<file path="config.mk">
export PLATFORM = sky130hd
export DESIGN_NAME = oldland_bus_arbiter
export DESIGN_NICKNAME = d
export VERILOG_FILES = /design/src/rtl/oldland_bus_arbiter.sv
export SDC_FILE = /design/constraint.sdc
export NUM_CORES = 1
export LEC_CHECK = 0
export CAP_MARGIN = 20
export CELL_PAD_IN_SITES_DETAIL_PLACEMENT = 1
export CELL_PAD_IN_SITES_GLOBAL_PLACEMENT = 1
export CORE_MARGIN = 4
export CORE_UTILIZATION = 23
export CTS_CLUSTER_DIAMETER = 80
export CTS_CLUSTER_SIZE = 28
export DETAILED_ROUTE_END_ITERATION = 10
export GPL_ROUTABILITY_DRIVEN = 0
export PLACE_DENSITY_LB_ADDON = 0.15
export SYNTH_ARGS = -nofsm -noshare
export SYNTH_HDL_FRONTEND = slang
export SYNTH_SLANG_ARGS = --single-unit
</file>
<file path="constraint.sdc">
create_clock -name clk -period 1.8 [get_ports clk]
set_input_delay 0.18 -clock clk [delete_from_list [all_inputs] [get_ports clk]]
set_output_delay 0.18 -clock clk [all_outputs]
set_load 0.05 [all_outputs]
</file>
<file path="src/rtl/oldland_bus_arbiter.sv">
// oldland_bus_arbiter: round-robin I/D bus arbiter; OLDLAND_BUS_TIMEOUT_EN adds slave-response timeout
module oldland_bus_arbiter #(
  parameter int timeout_cycles = 256,
  parameter int timeout_bits = 9
) (
  input  logic        clk,
  input  logic        rst,
  input  logic        i_access,
  input  logic [29:0] i_addr,
  output logic [31:0] i_data,
  output logic        i_ack,
  output logic        i_error,
  input  logic        d_access,
  input  logic [29:0] d_addr,
  input  logic [3:0]  d_bytesel,
  input  logic        d_wr_en,
  input  logic [31:0] d_wr_val,
  output logic [31:0] d_data,
  output logic        d_ack,
  output logic        d_error,
  output logic        m_access,
  output logic [29:0] m_addr,
  output logic [3:0]  m_bytesel,
  output logic        m_wr_en,
  output logic [31:0] m_wr_val,
  input  logic [31:0] m_data,
  input  logic        m_ack,
  input  logic        m_error
);
  typedef enum logic [1:0] {IDLE, I_BUSY, D_BUSY} state_t;
  localparam bit unused_timeout_ok = 2 ** timeout_bits > timeout_cycles;
  state_t state_q, state_d;
  logic last_d_q, last_d_d;
  logic [29:0] addr_q, addr_d;
  logic [3:0] bytesel_q, bytesel_d;
  logic wr_en_q, wr_en_d;
  logic [31:0] wr_val_q, wr_val_d;
  logic busy, load, grant_i, grant_d, timeout, err, ack, done;
`ifdef OLDLAND_BUS_TIMEOUT_EN
  logic [timeout_bits-1:0] cnt_q, cnt_d;
  assign timeout = busy && !m_ack && !m_error && cnt_q == timeout_bits'(timeout_cycles - 1);
  always_comb cnt_d = busy ? cnt_q + 1'b1 : '0;
  always_ff @(posedge clk) cnt_q <= rst ? '0 : cnt_d;
`else
  assign timeout = 1'b0;
`endif
  assign busy = state_q != IDLE;
  assign err = busy && (m_error || timeout);
  assign ack = busy && m_ack && !m_error;
  assign done = ack || err;
  assign grant_i = i_access && (!d_access || last_d_q);
  assign grant_d = d_access && !grant_i;
  assign load = !busy && (grant_i || grant_d);
  assign m_access = busy;
  assign m_addr = addr_q;
  assign m_bytesel = bytesel_q;
  assign m_wr_en = wr_en_q;
  assign m_wr_val = wr_val_q;
  assign i_ack = state_q == I_BUSY && ack;
  assign i_error = state_q == I_BUSY && err;
  assign i_data = state_q == I_BUSY ? m_data : '0;
  assign d_ack = state_q == D_BUSY && ack;
  assign d_error = state_q == D_BUSY && err;
  assign d_data = state_q == D_BUSY ? m_data : '0;
  always_comb begin
    state_d = busy ? (done ? IDLE : state_q) : grant_i ? I_BUSY : grant_d ? D_BUSY : IDLE;
    last_d_d = load ? grant_d : last_d_q;
    addr_d = !load ? addr_q : grant_i ? i_addr : d_addr;
    bytesel_d = !load ? bytesel_q : grant_i ? 4'hf : d_bytesel;
    wr_en_d = !load ? wr_en_q : !grant_i && d_wr_en;
    wr_val_d = !load ? wr_val_q : grant_i ? '0 : d_wr_val;
  end
  always_ff @(posedge clk) begin
    if (rst) begin
      state_q <= IDLE;
      last_d_q <= 1'b1;
      addr_q <= '0;
      bytesel_q <= '0;
      wr_en_q <= 1'b0;
      wr_val_q <= '0;
    end else begin
      state_q <= state_d;
      last_d_q <= last_d_d;
      addr_q <= addr_d;
      bytesel_q <= bytesel_d;
      wr_en_q <= wr_en_d;
      wr_val_q <= wr_val_d;
    end
  end
endmodule

</file>
==> key figures, run 1 <==
Pwr
  – Total power: 5.88 mW
  – Pwr/cell area: 795 nW/um^2
  – Static leakage: 2.81 nW
  – Max VDD drop: 357 uV

Timing
  – Pins Over Slew Limit: 0
  – Relative slew margins: 0.626
  – Final Setup Violations: 0
  – Tmin final: 1.70 ns
  – Fin. Hold Viols: 0
  – Worst Skew: 0.00482 ns
  – Fin Hold WS: 0.363 ns
  – Crit share post-route: 0.946
  – Fmax: 0.587 GHz
  – RSZ-0062 raised after global routing: false
  – Worst-margin pin slew: 0.560 ns

Clocking
  – CTS sink cnt: 70
  – H-tree depth: 3
  – Root Driver: clkbuf_16
  – Num CTS Buffers: 9
  – CTS clk-pin slew, worst paths: 0.06 ns
  – # Post-CTS Setup Buffers: 0
  – Max clock buf depth: 2
  – CTS tree: done
  – Clk_lat worst skew: 0.33 ns

Floorplan
  – Io pins: 271
  – Initial Util: 0.236
  – # rows: 44
  – Die Area: 17000 sq um
  – Die Wd: 131 um
  – Core box area: 14600 sq um
  – DIE HEIGHT: 131 um

Drt
  – Vias: 3814
  – Met2 wire len: 7980 um
  – Final ANT Viol Nets: 0
  – Met3 wire len: 1110 um
  – M1 WL: 6300 um
  – Top sig layer: met4
  – DRC: 0
  – DRT iter0 DRCs: 115
  – Vias/cell: 4.71
  – Wire per inst: 19.3 um
  – Total Wirelength: 15600 um
  – TritonRoute pass-1 iters: 4

Synth
  – Distinct cell type count after synthesis: 26
  – Post-synthesis sequential area ratio: 0.406
  – Post-Syn Area: 3450 sq um
  – Ys async rst share: 0
  – Syn Nets: 493
  – Post-Syn Instances: 358
  – Synthesized area per cell: 9.64 sq um
  – EDFF count, synth: 0
  – Total of warnings raised by yosys: 0
  – Most common flop cell mapped by yosys: dfxtp_1
  – #FFs+latches synth: 70

Global routing
  – Vias in the first global route: 4121
  – Largest net degree at the start of global routing: 35
  – Antenna violations before repair: 0
  – First-pass GRT wire length: 23700 um
  – Total grt overflow: 0
  – All-Layer GR Usage: 0.176

Setup path
  – Crit start category: flip-flop
  – Crit path max-delay family: buffers and inverters
  – CP Class: reg -> out
  – Setup crit end kind: output port
  – Max stage delay on crit path: 0.83 ns
  – FF-to-FF Start: state_q[1]
  – Flop-to-flop setup slack: 0.35 ns
  – Crit-path cells: clkdlybuf4s50_1
  – Crit path buf inv count: 1
  – CP max-delay cell: clkdlybuf4s50_1
  – WP data arrival: 1.52 ns
  – R2R depth: 4
  – FF-to-FF End: m_wr_val[24]
  – Crit path max fanout: 2
  – Worst endpoint required time: 1.62 ns

Finish
  – Non-filler cells, final: 809
  – Layout area overhead: 114%
  – Antenna cells: 0
  – NumNets Final: 755
  – Final core utilization: 0.505
  – Layout cell share with drive strength beyond 1: 0.293
  – Filler cells: 1563

Run
  – Max-capacitance violation count: 0

Hold path
  – Worst Hold Path EP: state_q[0]
  – Hold Crit Start: rst
  – Hold-critical path depth: 3
  – Worst Hold Class: in -> reg

Placed design
  – Hpwl dp: 12500 um
  – Placed insts: 793
  – I/O Buffers: 270

Outcome
  – Status: finished, final reports clean
[through the flow]
stage	setup WS [ns]	setup TNS, ns	area [sq um]
after floorplan	0.319	0	3450
after global placement	-0.00534	-0.0961	7080
after detailed placement	-0.0361	-0.956	7080
after CTS	-0.0189	-0.0354	7380
after global routing	0.0311	0	7390
final	0.0974	0	7390
[state kept, by name, summed over array words and instances (netlist names)]
signal and count:
state_q 2, m_wr_val 32, m_addr 30, m_bytesel 4
m_wr_en 1, last_d_q 1
[kinds of logic after synthesis]
| kind of cell | count (synthesis) | share of synthesized area |
|---|---|---|
| AOI/OAI and AO/OA | 131 | 0.331 |
| DFF | 70 | 0.406 |
| and+or+nand+nor | 114 | 0.199 |
| buffers and inverters | 43 | 0.0645 |
[power by group]
group          internal [mW]  leakage [nW]  total [mW]  switching (mW)
sequential              1.69         0.577        1.77          0.0805
combinational           1.00          2.08        2.26            1.26
clock                   1.12         0.149        1.85           0.727
total                   3.81          2.81        5.88            2.07
[worst max path at each step]
stage | start | to | slack (ns) | cells after the start
global route | state_q[0] | i_data[14] | 0.03 | 4
floorplan | state_q[1] | d_data[10] | 0.32 | 3
finish | m_addr[10] | m_addr[10] | 0.1 | 1
CTS | state_q[1] | d_ack | -0.02 | 4
global placement | d_access | m_wr_val[3] | -0.005 | 5
detailed placement | d_access | m_wr_val[19] | -0.04 | 5
[cells in the final DEF, fill, tap and decap left out, types with 2 or more instances in the layout]
cell type and n:
a21oi_1 32, a22o_1 9, a22o_2 24, a311oi_2 30, and2_1 66, and3b_1 2
buf_12 75, buf_4 23, clkbuf_16 9, clkdlybuf4s50_1 192, dfxtp_1 68, dfxtp_2 2
inv_1 3, inv_6 2, nand2_1 3, nand3_1 32, nor2b_2 3, o21ai_0 30
o221a_2 4
[cells in the mapped netlist (2+ instances only)]
master,number,share of area
dfxtp_1,70,0.41
and2_1,66,0.12
a21oi_1,32,0.046
nand3_1,32,0.046
a311oi_2,30,0.13
o21ai_0,30,0.043
clkbuf_1,25,0.027
a22o_2,24,0.070
a22o_1,9,0.023
buf_2,7,0.010
buf_6,7,0.023
o221a_2,4,0.013
inv_1,3,0.0033
nand2_1,3,0.0033
nor2b_1,3,0.0054
and3b_1,2,0.0051
nor2_1,2,0.0022
[cell type report]
cell class | instances | area [sq um] | area share
sequential | 70 | 1400 | 0.190
clock buffer | 10 | 239 | 0.0323
inverter | 3 | 11.3 | 0.00152
clock inverter | 6 | 68.8 | 0.00931
timing repair buffer | 291 | 3600 | 0.487
multi-input combinational | 245 | 1840 | 0.249
tap | 184 | 230 | 0.0311
[per-layer routing]
metal  vias up  global-route usage
li1       1836                   -
met1      1791               0.213
met2       171               0.310
met3        16              0.0459
met4         0              0.0436
met5         -                   0
[timing repair]
item                                    4_1_cts  5_1_grt
endpoints found under the setup margin        2       68
resized for setup                             0        4
cloned                                        0        0
hold buffers                                  0        0
(Power assumes the default switching activity.)
==> run 2: changes to the inputs <==
CTS_CLUSTER_DIAMETER = 50   (was 80)
==> results of run 2 <==
No change in the layout: final DEF, timing and power equal those of run 1.
==> run 3: changes to the inputs <==
ABC_AREA = 1   (was default)
CORE_UTILIZATION = 21   (was 23)
TNS_END_PERCENT = 20   (was default)
==> key figures, run 3 <==
Timing
  – Fin. Hold Viols: 0 (unchanged)
  – Pins Over Slew Limit: 0 (unchanged)
  – Final Setup Violations: 0 (unchanged)
  – Worst Skew: 0.00781 ns (+0.00299 ns)
  – Tmin final: 1.75 ns (+0.0464 ns)
  – Setup TNS: 0 ns (unchanged)
  – Fin Hold WS: 0.433 ns (+0.0700 ns)
  – Worst-margin pin slew: 0.574 ns (+0.0140 ns)
  – Fmax: 0.572 GHz (-2.7%)
  – RSZ-0062 raised after global routing: true
  – Relative slew margins: 0.616 (-0.00938)
  – Crit share post-route: 0.972 (+0.0258)

Run
  – Max-capacitance violation count: 0 (unchanged)

Drt
  – DRC: 0 (unchanged)
  – Final ANT Viol Nets: 0 (unchanged)
  – TritonRoute pass-1 iters: 4 (unchanged)
  – Wire per inst: 17.1 um (-11%)
  – Total Wirelength: 18400 um (+18%)
  – DRT iter0 DRCs: 238 (+110%)
  – Vias: 4877 (+28%)
  – Vias/cell: 4.53 (-3.9%)

Synth
  – Most common flop cell mapped by yosys: dfxtp_1
  – Synth top cells by count: 132 x nand3_1, 129 x nor2_1, 103 x nand2_1
  – Ys async rst share: 0 (unchanged)
  – Total of warnings raised by yosys: 0 (unchanged)
  – Synthesized area per cell: 6.10 sq um (-37%)
  – Most frequent cell after synthesis: nand3_1
  – Post-Syn Instances: 597 (+67%)
  – Post-synthesis sequential area ratio: 0.385 (-0.0211)
  – #FFs+latches synth: 70 (unchanged)
  – Syn Nets: 732 (+48%)
  – Post-Syn Area: 3640 sq um (+5.5%)
  – EDFF count, synth: 0 (unchanged)
  – Synth top area share: 0.385 (-0.0211)
  – Distinct cell type count after synthesis: 15 (-42%)
  – Dominant cells by area after synthesis: dfxtp_1 38%, nand3_1 18%, nor2_1 13%, nand2_1 11%, inv_1 7.0%
  – Area leader, netlist: dfxtp_1

Global routing
  – Met3 usage: 0.0504 (+0.00449)
  – All-Layer GR Usage: 0.181 (+0.00543)
  – First-pass GRT wire length: 28500 um (+21%)
  – Met1 Use GR: 0.216 (+0.00269)
  – Vias in the first global route: 5035 (+22%)
  – Total grt overflow: 0 (unchanged)
  – Largest net degree at the start of global routing: 46 (+31%)
  – Met2 Usage GRT: 0.314 (+0.00448)
  – Most Crowded Layer GR: met2
  – Antenna violations before repair: 0 (unchanged)

Floorplan
  – DIE HEIGHT: 140 um (+7.0%)
  – Die Area: 19500 sq um (+15%)
  – Initial Util: 0.217 (-0.0185)
  – Core box area: 16800 sq um (+14%)
  – Io pins: 271 (unchanged)
  – # rows: 47 (+6.8%)
  – Die Wd: 140 um (+7.0%)

Setup path
  – Crit-path cells: nand2_1, buf_6, nor3_1, buf_12
  – Crit start category: flip-flop
  – CP max-delay cell: dfxtp_1
  – Critical path launch point: state_q[0]
  – Crit path buf inv count: 2 (+1)
  – Crit path max-delay family: flip-flops
  – FF-to-FF Start: last_d_q
  – Max stage delay on crit path: 0.45 ns (-0.38 ns)
  – WP data arrival: 1.57 ns (+0.05 ns)
  – Worst endpoint required time: 1.62 ns (about the same)
  – Crit path max fanout: 34 (+32)
  – Setup crit end kind: output port
  – CP Class: reg -> out

Finish
  – Commonest cells after routing, fill and taps aside: 192 x clkdlybuf4s50_1, 131 x nand3_1, 112 x nor2_1
  – Antenna cells: 0 (unchanged)
  – NumNets Final: 986 (+31%)
  – Layout area overhead: 111%
  – Commonest non-fill, non-tap cell in the layout: clkdlybuf4s50_1
  – Max reg flops: 32 (unchanged)
  – Layout cell share with drive strength beyond 1: 0.160 (-0.133)

Placed design
  – Hpwl dp: 14400 um (+16%)
  – I/O Buffers: 270 (unchanged)

Clocking
  – CTS clk-pin slew, worst paths: 0.06 ns (about the same)
  – Root Driver: clkbuf_16
  – CTS sink cnt: 70 (unchanged)
  – Clk_lat worst skew: 0.33 ns (about the same)
  – Max clock buf depth: 2 (unchanged)
  – Num CTS Buffers: 9 (unchanged)
  – H-tree depth: 3 (unchanged)
  – CTS tree: done

Pwr
  – Static leakage: 3.33 nW (+19%)
  – Max VDD drop: 426 uV (+19%)
  – Pwr/cell area: 812 nW/um^2 (+2.1%)

Outcome
  – Status: finished, final reports clean

Hold path
  – Hold Crit Start: d_wr_val[7]
  – Worst Hold Class: in -> reg
[run 3: cell count changes after synthesis, moves of 6 or more]
cell      delta
a22o_1       -9
nand3_1    +100
and2_1      -66
a311oi_2    -30
buf_2        +9
nor2_1     +127
a22o_2      -24
o21ai_0     -30
inv_1       +65
a21oi_1      +6
buf_6        -7
nand2_1    +100
clkbuf_1     +6
[run 3: kinds of logic (layout without fill, tap and decap cells)]
kind of cell,after synthesis,in the layout,synth area share
simple gates,371,372,0.434
flops,70,70,0.385
compound gates,39,39,0.0546
buf+inv,117,375,0.126
[run 3: per-stage QoR]
stage	setup WS [ns]	instance area, sq um	instances	utilization	total power [mW]
6_report	0.0510	7680	1076	0.458	6.23
5_1_grt	-0.0358	7680	1076	0.458	6.54
4_1_cts	-0.0277	7620	1075	0.455	6.31
3_5_place_dp	0.117	7300	1059	0.435	4.34
3_3_place_gp	0.177	7300	1059	0.435	4.28
2_1_floorplan	-0.0952	3650	597	-	3.16
[run 3: layout make-up]
cell class | count | area [sq um]
clock inverter | 5 | 81.3
inverter | 70 | 263
timing repair buffer | 289 | 3570
sequential | 70 | 1400
clock buffer | 11 | 243
fill | 1993 | 9080
multi-input combinational | 411 | 1850
tap | 220 | 275
[run 3: worst min-delay path, cell delays in order]
cell and delay, ns:
clkdlybuf4s50_1 0.40, nand3_1 0.08, a21oi_1 0.06
[run 3: final timing paths]
kind	end	slack, ns	cells after the start
worst max-delay path	i_ack	0.05	4
worst max register to register	m_addr[4]	0.35	8
worst min register to register	m_bytesel[2]	0.47	2
worst min-delay path	m_wr_val[7]	0.43	3
[run 3: routing by layer]
layer / part of all wire / vias up / wire length [um]
li1: - / 2372 / -
met3: 0.068 / 24 / 1260
met1: 0.42 / 2287 / 7750
met2: 0.49 / 194 / 9000
met5: 0 / - / 0
met4: 0.023 / 0 / 428
[run 3: report_power, final]
part / internal (mW) / total, mW / switching, mW
sequential: 1.70 / 1.78 / 0.0874
clock: 1.25 / 1.94 / 0.683
combinational: 1.01 / 2.51 / 1.51
total: 3.96 / 6.23 / 2.28
[run 3: repair_timing]
item	in CTS	in global routing
setup buffers	0	0
gates cloned	0	1
hold buffers	0	0
resized for setup	2	19
endpoints found under the setup margin	34	41
endpoints found under the hold margin	0	0
pin swaps	0	0
